File: config.mk
export PLATFORM = sky130hd
export DESIGN_NAME = biriscv_div_arbiter
export DESIGN_NICKNAME = d
export VERILOG_FILES = /design/src/rtl/biriscv_div_arbiter.sv
export SDC_FILE = /design/constraint.sdc
export NUM_CORES = 1
export LEC_CHECK = 0
export ABC_AREA = 1
export CAP_MARGIN = 20
export CORE_ASPECT_RATIO = 0.8
export CORE_MARGIN = 2
export CORE_UTILIZATION = 25
export DETAILED_ROUTE_END_ITERATION = 16
export PLACE_DENSITY = 0.63
export SLEW_MARGIN = 20
export SYNTH_ARGS = -nofsm -noshare
export SYNTH_HDL_FRONTEND = slang
export SYNTH_SLANG_ARGS = --single-unit
export TNS_END_PERCENT = 5
File: constraint.sdc
create_clock -name clk_i -period 2.29 [get_ports clk_i]
set_input_delay 0.458 -clock clk_i [delete_from_list [all_inputs] [get_ports clk_i]]
set_output_delay 0.458 -clock clk_i [all_outputs]
set_load 0.05 [all_outputs]
File: src/rtl/biriscv_div_arbiter.sv
// Round-robin arbiter sharing one iterative divider between the two issue pipes.
// Optional watchdog on the divider writeback: define BIRISCV_DIV_ARB_TIMEOUT_EN.
module biriscv_div_arbiter (
    input  logic        clk_i,
    input  logic        rst_i,

    input  logic        req0_valid_i,
    output logic        req0_accept_o,
    input  logic [31:0] req0_opcode_i,
    input  logic [31:0] req0_pc_i,
    input  logic [4:0]  req0_rd_idx_i,
    input  logic [31:0] req0_ra_operand_i,
    input  logic [31:0] req0_rb_operand_i,

    input  logic        req1_valid_i,
    output logic        req1_accept_o,
    input  logic [31:0] req1_opcode_i,
    input  logic [31:0] req1_pc_i,
    input  logic [4:0]  req1_rd_idx_i,
    input  logic [31:0] req1_ra_operand_i,
    input  logic [31:0] req1_rb_operand_i,

    input  logic        flush_i,

    output logic        div_valid_o,
    output logic [31:0] div_opcode_o,
    output logic [31:0] div_pc_o,
    output logic [31:0] div_ra_operand_o,
    output logic [31:0] div_rb_operand_o,
    output logic [4:0]  div_rd_idx_o,

    input  logic        div_wb_valid_i,
    input  logic [31:0] div_wb_value_i,

    output logic        resp_valid_o,
    input  logic        resp_ready_i,
    output logic        resp_port_o,
    output logic [4:0]  resp_rd_idx_o,
    output logic [31:0] resp_value_o,

    output logic        busy_o,
    output logic        timeout_o
);

    typedef enum logic [2:0] {
        ST_IDLE,
        ST_ISSUE,
        ST_WAIT,
        ST_RESP,
        ST_DRAIN
    } state_t;

    state_t state_q;
    state_t state_d;
    logic   rr_q;
    logic   grant_any;
    logic   grant1;
    logic   timeout_hit;

    // A sole requester always wins; on contention rr_q names the winner.
    assign grant1    = req1_valid_i & (~req0_valid_i | rr_q);
    assign grant_any = (state_q == ST_IDLE) & ~flush_i & (req0_valid_i | req1_valid_i);

    assign req0_accept_o = grant_any & ~grant1;
    assign req1_accept_o = grant_any & grant1;

    assign div_valid_o  = (state_q == ST_ISSUE);
    assign resp_valid_o = (state_q == ST_RESP);
    assign busy_o       = (state_q != ST_IDLE);

`ifdef BIRISCV_DIV_ARB_TIMEOUT_EN
    logic [5:0] to_cnt_q;

    always_ff @(posedge clk_i or negedge rst_i) begin
        if (!rst_i)
            to_cnt_q <= 6'd0;
        else if (state_d != state_q)
            to_cnt_q <= 6'd0;
        else if (state_q == ST_WAIT || state_q == ST_DRAIN)
            to_cnt_q <= to_cnt_q + 6'd1;
    end

    assign timeout_hit = (state_q == ST_WAIT || state_q == ST_DRAIN) &&
                         (to_cnt_q == 6'd63) && !div_wb_valid_i;
    assign timeout_o   = timeout_hit;
`else
    assign timeout_hit = 1'b0;
    assign timeout_o   = 1'b0;
`endif

    // NOTE: sequential state uses non-blocking assignments so every flop samples pre-edge values.
    always_ff @(posedge clk_i or negedge rst_i) begin
        if (!rst_i)
            state_q <= ST_IDLE;
        else
            state_q <= state_d;
    end

    always_comb begin
        // NOTE: default assigned first so no path through the case leaves state_d unassigned (no latch).
        state_d = state_q;
        case (state_q)
            ST_IDLE:  if (grant_any) state_d = ST_ISSUE;
            ST_ISSUE: state_d = flush_i ? ST_DRAIN : ST_WAIT;
            ST_WAIT: begin
                // A flush coinciding with the writeback drops the result; the divider is already free.
                if (div_wb_valid_i)
                    state_d = flush_i ? ST_IDLE : ST_RESP;
                else if (timeout_hit)
                    state_d = ST_IDLE;
                else if (flush_i)
                    state_d = ST_DRAIN;
            end
            ST_RESP:  if (flush_i || resp_ready_i) state_d = ST_IDLE;
            ST_DRAIN: if (div_wb_valid_i || timeout_hit) state_d = ST_IDLE;
            default:  state_d = ST_IDLE;
        endcase
    end

    always_ff @(posedge clk_i or negedge rst_i) begin
        if (!rst_i) begin
            rr_q             <= 1'b0;
            div_opcode_o     <= 32'd0;
            div_pc_o         <= 32'd0;
            div_ra_operand_o <= 32'd0;
            div_rb_operand_o <= 32'd0;
            div_rd_idx_o     <= 5'd0;
            resp_port_o      <= 1'b0;
            resp_rd_idx_o    <= 5'd0;
            resp_value_o     <= 32'd0;
        end else begin
            if (req0_accept_o) begin
                rr_q             <= 1'b1;
                div_opcode_o     <= req0_opcode_i;
                div_pc_o         <= req0_pc_i;
                div_ra_operand_o <= req0_ra_operand_i;
                div_rb_operand_o <= req0_rb_operand_i;
                div_rd_idx_o     <= req0_rd_idx_i;
                resp_port_o      <= 1'b0;
                resp_rd_idx_o    <= req0_rd_idx_i;
            end else if (req1_accept_o) begin
                rr_q             <= 1'b0;
                div_opcode_o     <= req1_opcode_i;
                div_pc_o         <= req1_pc_i;
                div_ra_operand_o <= req1_ra_operand_i;
                div_rb_operand_o <= req1_rb_operand_i;
                div_rd_idx_o     <= req1_rd_idx_i;
                resp_port_o      <= 1'b1;
                resp_rd_idx_o    <= req1_rd_idx_i;
            end

            if (state_q == ST_WAIT && div_wb_valid_i && !flush_i)
                resp_value_o <= div_wb_value_i;
        end
    end

endmodule

# Word level (Yosys, flattened, before mapping)
# Cells that the tools add are included.
[totals]
ff_bits = 170
latchBits = 0
ramBits = 0
romBits = 0
out_inout_bits = 177
word_cells = 57
mem_count = 0
[op_classes]
addsub = 0
multipliers = 0
div_mod_pow = 0
order_cmp = 0
eq_ne = 8
n_shift = 0
muxes = 22
n_bitwise = 10
n_reduce_logical = 8
[op_table]
columns = ["cell", "n"]
rows = [
  ["$mux W32", 8],
  ["$mux W3", 6],
  ["$pmux W3 S5", 1],
  ["$mux W5", 2],
  ["$eq A3 B2 Y1 const B", 2],
  ["$and A1 B1 Y1", 5],
  ["$mux W1", 4],
  ["$ne A2 B2 Y1 const B", 2],
  ["$reduce_and A4 Y1", 1],
  ["$eq A3 B1 Y1 const B", 1],
  ["$eq A3 B3 Y1 const B", 1],
  ["$logic_not A3 Y1", 1],
  ["$ne A3 B3 Y1 const B", 1],
  ["$not A1 Y1", 3],
  ["$reduce_bool A3 Y1", 1],
  ["$logic_and A1 B1 Y1", 2],
  ["$mux W2", 1],
  ["$ne A2 B1 Y1 const B", 1],
  ["$or A1 B1 Y1", 2],
  ["$reduce_bool A2 Y1", 1],
  ["$logic_not A1 Y1", 1],
  ["$logic_or A1 B1 Y1", 1],
]

# Depth between registers and ports, before layout
# Gate-level depths: netlist of run 1.
[logic_depth]
word_depth = 6
ltp_mapped = 8
depth_no_buf = 7

# Worst setup path after synthesis of run 1
# OpenSTA, ideal clock, no wires.
[synth_path]
path_kind = "register to output"
startpoint = "reg state_q[1]"
endpoint = "out req1_accept_o"
arrival_time_ns = 1.889
required_ns = 1.832
slack_ns = -0.057
path_stages_with_launch = 7
n_path_buf = 1
path_cell_list = "dfrtp_1 > nor2_2 > nand2_2 > nor2_8 > inv_2 > buf_6 > nor2_1"
[synth_via]
elab_chain_len = 4
[synth_rtl]
columns = ["item", "line_no", "source"]
rows = [
  ["start, declared", "53", "state_t state_q;"],
  ["start signal, assigned", "96", "state_q <= state_d;"],
  ["$logic_not A3 Y1", "62", "assign grant_any = (state_q == ST_IDLE) & ~flush_i & (req0_valid_i | req1_valid_i);"],
  ["$and A1 B1 Y1 (2 in series)", "62", ""],
  ["$and A1 B1 Y1", "65", "assign req1_accept_o = grant_any & grant1;"],
  ["end, declared", "16", "output logic req1_accept_o,"],
]
# No other way between the ends.

# Worst setup path in the final report of run 1
[layout_path]
startpoint = "reg div_opcode_o[0]"
endpoint = "out div_opcode_o[0]"
[layout_lines]
columns = ["item", "line_no", "source"]
rows = [
  ["start, declared", "26", "output logic [31:0] div_opcode_o,"],
  ["start signal, assigned", "134", "div_opcode_o <= req0_opcode_i;"],
  ["start signal, assigned", "143", "div_opcode_o <= req1_opcode_i;"],
]
# No word-level cell between the ends.

==> flow_summary.ini, run 1 <==
[finish]
nNetsFinal = 1680
drive_gt1_frac = 0.0519
antenna_cells = 0
synthToLayoutAreaGrowth_pct = 75.6
layout.cells.non_filler = 1801
n_fill_cell = 2977

[global_routing]
grt_pass1_wl_um = 48800
grt_pass1_vias = 8452
antenna_found_initial = 0
grt.total_usage = 0.191
grt_max_degree = 95
grt_overflow_total = 0

[sta]
tightest_slew_ns = 0.604
clock_skew_ns = 0.00881
tns_ns = 0
period_share = 0.937
relSlewSlack = 0.596
drv_slew = 0
rsz0062_at_grt = false
post-route-min-period_ns = 2.14
fmax_mhz = 466
setup_viol = 0
finalHoldViolations = 0

[detailed_routing]
vias = 8437
drtAntennaViolNets = 0
drc = 0
via_per_inst = 4.68
dr.pass1.iters = 4
drt_iter0_drc = 521
post_drt_wl_per_cell_um = 17.5
wirelength_um = 31600

[placement]
gp_congestion = 0.814
dp_hpwl_um = 22800
io_buffers = 480
placed_cells = 1766

[synthesis]
yosys_warnings = 0
syn-cell-area_mm2 = 0.00777
synth_fp_nets = 1238
ys_ff_latch = 170
syn_avg_cell_area_um2 = 8.33
yosysUniqueCellTypes = 21
synth_seq_area_share = 0.547
synth_cells = 933

[worst_setup_path]
critPathArrivalTime_ns = 1.69
path_depth = 1
reg2reg_depth = 8
crit_path_start_kind = flip-flop
crit_buf_inv = 1
critical_path_required_ns = 1.83
cpPeakStageDelay_ns = 0.86
path_cells = clkdlybuf4s50_1
crit_path_top_delay_cell = clkdlybuf4s50_1
crit_path_max_fanout = 2
critPathTopFamily = buffers and inverters
crit_path_end_kind = output pin
critical_path_class = flip-flop to output pin

[floorplan]
rows = 57
die_area_mm2 = 0.0325
initial_core_util = 0.255
die_h_um = 162
io_pins = 482
coreArea_mm2 = 0.0305
die_x_um = 201

[clock_tree]
clockBufferDepth = 2
htree_levels = 4
cts_tree = yes
cts-root-buf = clkbuf_16
ctsResizeCount = 0
cts.clk_slew.worst_paths_ns = 0.07
cts_buffers = 17
clk_latency_ns = 0.42
cts.sink_count = 170

[min_path]
min_path_cells = 2
min_path_type = flip-flop to flip-flop

[outcome]
status = complete, no violations

[power]
p_per_area_mw_per_mm2 = 1520
p_leak_uw = 0.00595
ir_drop_mv = 0.833

[job]
drv_cap = 0
power by group:
| part | internal [uW] | switching [uW] |
|---|---|---|
| Clock | 1540 | 1360 |
| Sequential | 4450 | 847 |
| Combinational | 4130 | 8350 |
| Total | 10100 | 10600 |
cell families (layout without fill, tap and decap cells):
logic type / count (synthesis) / in the layout / share of synthesized area
and+or+nand+nor: 642 / 642 / 0.375
DFF: 170 / 170 / 0.547
buffers and inverters: 96 / 551 / 0.0610
AOI/OAI and AO/OA: 24 / 24 / 0.0164
other: 1 / 1 / 0.000483
path summary, 6_finish.rpt:
path,start,endpoint,slack (ns)
setup / recovery,div_opcode_o[0],div_opcode_o[0],0.15
hold / removal,resp_value_o[3],resp_value_o[3],0.48
setup reg to reg,state_q[1],resp_rd_idx_o[3],0.40
hold reg to reg,resp_value_o[3],resp_value_o[3],0.48
max in group asynchronous,rst_i,div_pc_o[18],1.09
min in group asynchronous,rst_i,div_opcode_o[10],0.57
sequential cells by signal, indices dropped and copies added (netlist names):
name              count
resp_port_o           1
div_rb_operand_o     32
div_ra_operand_o     32
state_q               3
resp_rd_idx_o         5
div_opcode_o         32
rr_q                  1
div_pc_o             32
resp_value_o         32
cells in the final DEF (no fill, tap or decap), drive strengths merged:
| cell | count |
|---|---|
| clkinvlp | 1 |
| a21oi | 2 |
| nor2 | 21 |
| clkbuf | 19 |
| or2 | 1 |
| inv | 20 |
| nand2 | 240 |
| o21a | 1 |
| conb | 1 |
| clkdlybuf4s50 | 471 |
| bufinv | 1 |
| clkinv | 5 |
| dlygate4sd3 | 1 |
| o22ai | 1 |
| dfrtp | 170 |
| nand3 | 380 |
| buf | 33 |
| o21ai | 20 |
routing by layer:
layer | part of all wire | global-route usage | vias up
met3 | 0.080 | 0.0628 | 39
met1 | 0.42 | 0.239 | 4046
met4 | 0.021 | 0.0569 | 0
li1 | - | - | 4031
met5 | 0 | 0 | -
met2 | 0.48 | 0.314 | 321
timing repair:
item	in CTS	in global routing
hold buffers	1	0
endpoints found under the setup margin	0	2
endpoints found under the hold margin	42	0
setup buffers	0	2
cell usage after synthesis:
| cell | instances | area, um2 |
|---|---|---|
| inv_1 | 12 | 45.0 |
| buf_2 | 34 | 170 |
| buf_1 | 4 | 15.0 |
| buf_4 | 17 | 128 |
| nand2_1 | 238 | 893 |
| nor2_1 | 19 | 71.3 |
| inv_2 | 2 | 7.51 |
| nor2_2 | 1 | 6.26 |
| clkbuf_1 | 26 | 97.6 |
| o21ai_0 | 19 | 95.1 |
| a21oi_1 | 2 | 10.0 |
| nor2_8 | 1 | 20.0 |
| o22ai_1 | 1 | 6.26 |
| buf_6 | 1 | 11.3 |
| or2_2 | 1 | 6.26 |
| nand2_2 | 2 | 12.5 |
| conb_1 | 1 | 3.75 |
| nand3_1 | 380 | 1900 |
| o21ai_2 | 1 | 8.76 |
| o21a_1 | 1 | 7.51 |
| dfrtp_1 | 170 | 4250 |
final cells by class:
class                           instances  area [um2]  area share
Clock buffer                           19         433      0.0317
Clock inverter                         13         135     0.00990
Inverter                               14        57.6     0.00422
Multi-Input combinational cell        667        3050       0.224
Sequential cell                       170        4250       0.312
Tap cell                              413         517      0.0379
Timing Repair Buffer                  505        5200       0.381
per-stage QoR:
step	total power (uW)	hold slack, ns	worst slack [ns]	instance area [um2]	utilization
floorplan	13200	0.162	0.190	7770	-
global placement	17800	0.454	0.130	13100	0.429
detailed placement	17900	0.461	0.0874	13100	0.429
CTS	20900	0.482	0.0429	13600	0.448
global route	21800	0.506	0.0463	13600	0.448
finish	20700	0.479	0.145	13600	0.448
worst register-to-register path, stage by stage, from the launching register on:
cell     delay, ns
dfrtp_1       0.43
nor2_2        0.16
nand2_2       0.13
nor2_8        0.14
buf_4         0.16
buf_12        0.27
buf_4         0.34
nand3_1       0.10
nand3_1       0.09
Power figures use the tool's default switching activity.
==> run 2: changes to the inputs <==
ABC_AREA = 0   (was 1)
PLACE_DENSITY = 0.6   (was 0.63)
==> flow_summary.ini, run 2 <==
[finish]
final_cell_mix = 470 x clkdlybuf4s50_1, 198 x a31oi_1, 169 x dfrtp_1
final_common_cell = clkdlybuf4s50_1
synthToLayoutAreaGrowth_pct = 65.9
final_core_util = 0.424
nNetsFinal = 1617
drive_gt1_frac = 0.152

[detailed_routing]
drt_iter0_drc = 866
top_layer = met4
dr.pass1.iters = 5
drtAntennaViolNets = 0
post_drt_wl_per_cell_um = 22.2
route.met2.wl_um = 19200
met1Wirelength_um = 16600
wl_met3_um = 3150
via_per_inst = 5.46
vias = 9863
drc = 0
wirelength_um = 40200

[worst_setup_path]
path_depth = 5
critical_path_required_ns = 1.83
crit_path_end_kind = output pin
critical_path_class = input pin to output pin
path_cells = clkdlybuf4s50_1, nor2_4, nand3_1, nor2_1, buf_12
critPathTopFamily = buffers and inverters
cpPeakStageDelay_ns = 0.51
crit_path_start_kind = input pin
crit_path_top_delay_cell = clkdlybuf4s50_1
reg2reg_depth = 5
crit_path_max_fanout = 4
critPathArrivalTime_ns = 1.74
crit_buf_inv = 2

[sta]
finalHoldViolations = 0
clock_skew_ns = 0.0129
post-route-min-period_ns = 2.20
setup_viol = 0
fmax_mhz = 454
tightest_slew_ns = 0.694
relSlewSlack = 0.537
drv_slew = 0
period_share = 0.962
rsz0062_at_grt = false

[placement]
gp_congestion = 0.805
io_buffers = 480
dp_hpwl_um = 26600

[floorplan]
initial_core_util = 0.255
coreArea_mm2 = 0.0361
io_pins = 482
die_h_um = 176
die_x_um = 219
rows = 62
die_area_mm2 = 0.0384

[synthesis]
yosys_warnings = 0
ys_ff_latch = 170
synth_seq_area_share = 0.462
synthTopCellsByArea = dfrtp_1 46%, a31oi_1 13%, o211ai_1 11%
synth_edf_count = 0
synth_area_leader_cell = dfrtp_1
yosysUniqueCellTypes = 23
synth_fp_nets = 1213
syn_avg_cell_area_um2 = 10.1
async_flop_share = 1.00
synth_most_common_cell = a31oi_1
ys_top_cells_by_count = 198 x a31oi_1, 170 x dfrtp_1, 136 x o21ai_0
ys.flop_type = dfrtp_1
syn-cell-area_mm2 = 0.00921
synth_top_area_share = 0.462
synth_cells = 908

[global_routing]
grt.total_usage = 0.204
grt_max_degree = 94
antenna_found_initial = 3
grt_overflow_total = 0
grt_pass1_wl_um = 60600
grt_pass1_vias = 9997

[clock_tree]
cts.sink_count = 170
ctsResizeCount = 0
cts_tree = yes
cts.clk_slew.worst_paths_ns = 0.07
htree_levels = 4
clockBufferDepth = 2
cts_buffers = 17
cts-root-buf = clkbuf_16
clk_latency_ns = 0.44
post_cts_buffers = 0

[power]
p_per_area_mw_per_mm2 = 1490
p_leak_uw = 0.00535
ir_drop_mv = 0.861
finalPower_uw = 22800

[min_path]
min_path_cells = 3
min_path_type = input pin to flip-flop

[outcome]
status = complete, no violations

[job]
drv_cap = 0
run 2: cell count changes after synthesis, moves of 34 or more:
cell	delta
clkbuf_1	+86
a31oi_2	+70
o211ai_1	+134
o21ai_0	+117
a31oi_1	+198
nand3_1	-379
mux2_2	+34
nand2_1	-235
run 2: logic make-up (layout without fill, tap and decap cells):
logic type             after synthesis  after routing  synth area share
other                                1              4          0.000407
and+or+nand+nor                     18             18            0.0106
DFF                                170            170             0.462
muxes                               34             34            0.0416
buffers and inverters              146            563            0.0720
AOI/OAI and AO/OA                  539            539             0.414
run 2: per-stage QoR:
stage	std cells	setup slack [ns]	cell area [um2]	hold slack (ns)	TNS, ns
2_1_floorplan	908	-0.0396	9210	0.162	-0.0792
3_3_place_gp	1772	0.0297	14700	0.457	0
3_5_place_dp	1772	0.0628	14700	0.462	0
4_1_cts	1805	0.0568	15300	0.457	0
5_1_grt	1808	0.0355	15300	0.478	0
6_report	1808	0.0871	15300	0.492	0
run 2: layout make-up:
| cell class | count | area, um2 |
|---|---|---|
| Fill cell | 3473 | 20800 |
| Sequential cell | 170 | 4260 |
| Inverter | 3 | 15.0 |
| Tap cell | 480 | 601 |
| Clock inverter | 14 | 154 |
| Multi-Input combinational cell | 592 | 4320 |
| Antenna cell | 3 | 7.51 |
| Timing Repair Buffer | 528 | 5480 |
| Clock buffer | 18 | 439 |
run 2: final timing paths:
kind | start | end | slack, ns
hold / removal | req1_valid_i | rr_q | 0.49
max in group asynchronous | rst_i | resp_rd_idx_o[4] | 1.01
setup / recovery | flush_i | req0_accept_o | 0.09
setup reg to reg | state_q[0] | div_rb_operand_o[27] | 0.62
hold reg to reg | resp_value_o[8] | resp_value_o[8] | 0.50
min in group asynchronous | rst_i | resp_value_o[24] | 0.55
run 2: what timing repair did:
action / 4_1_cts / 5_1_grt
setup endpoints to repair: 0 / 0
hold endpoints to repair: 43 / 0
hold buffers: 1 / 0
run 2: tightest hold or removal path: stages:
cell,delay (ns)
buf_4,0.14
o21ai_0,0.12
mux2_2,0.17
run 2: metal layers:
layer / up-vias / global-route usage
li1: 4427 / -
met1: 4858 / 0.261
met2: 509 / 0.328
met3: 69 / 0.0490
met4: 0 / 0.0873
met5: - / 0
run 2: report_power, final:
group	total, uW	switching (uW)	leakage (uW)	internal [uW]
logic	14400	9470	0.00313	4970
registers	5350	874	0.00193	4470
clock network	2990	1410	0.000291	1580
==> run 3: changes to the inputs <==
CAP_MARGIN = unset   (was 20)
==> results of run 3 <==
The final DEF is identical to that of run 2; final timing and power are the same.
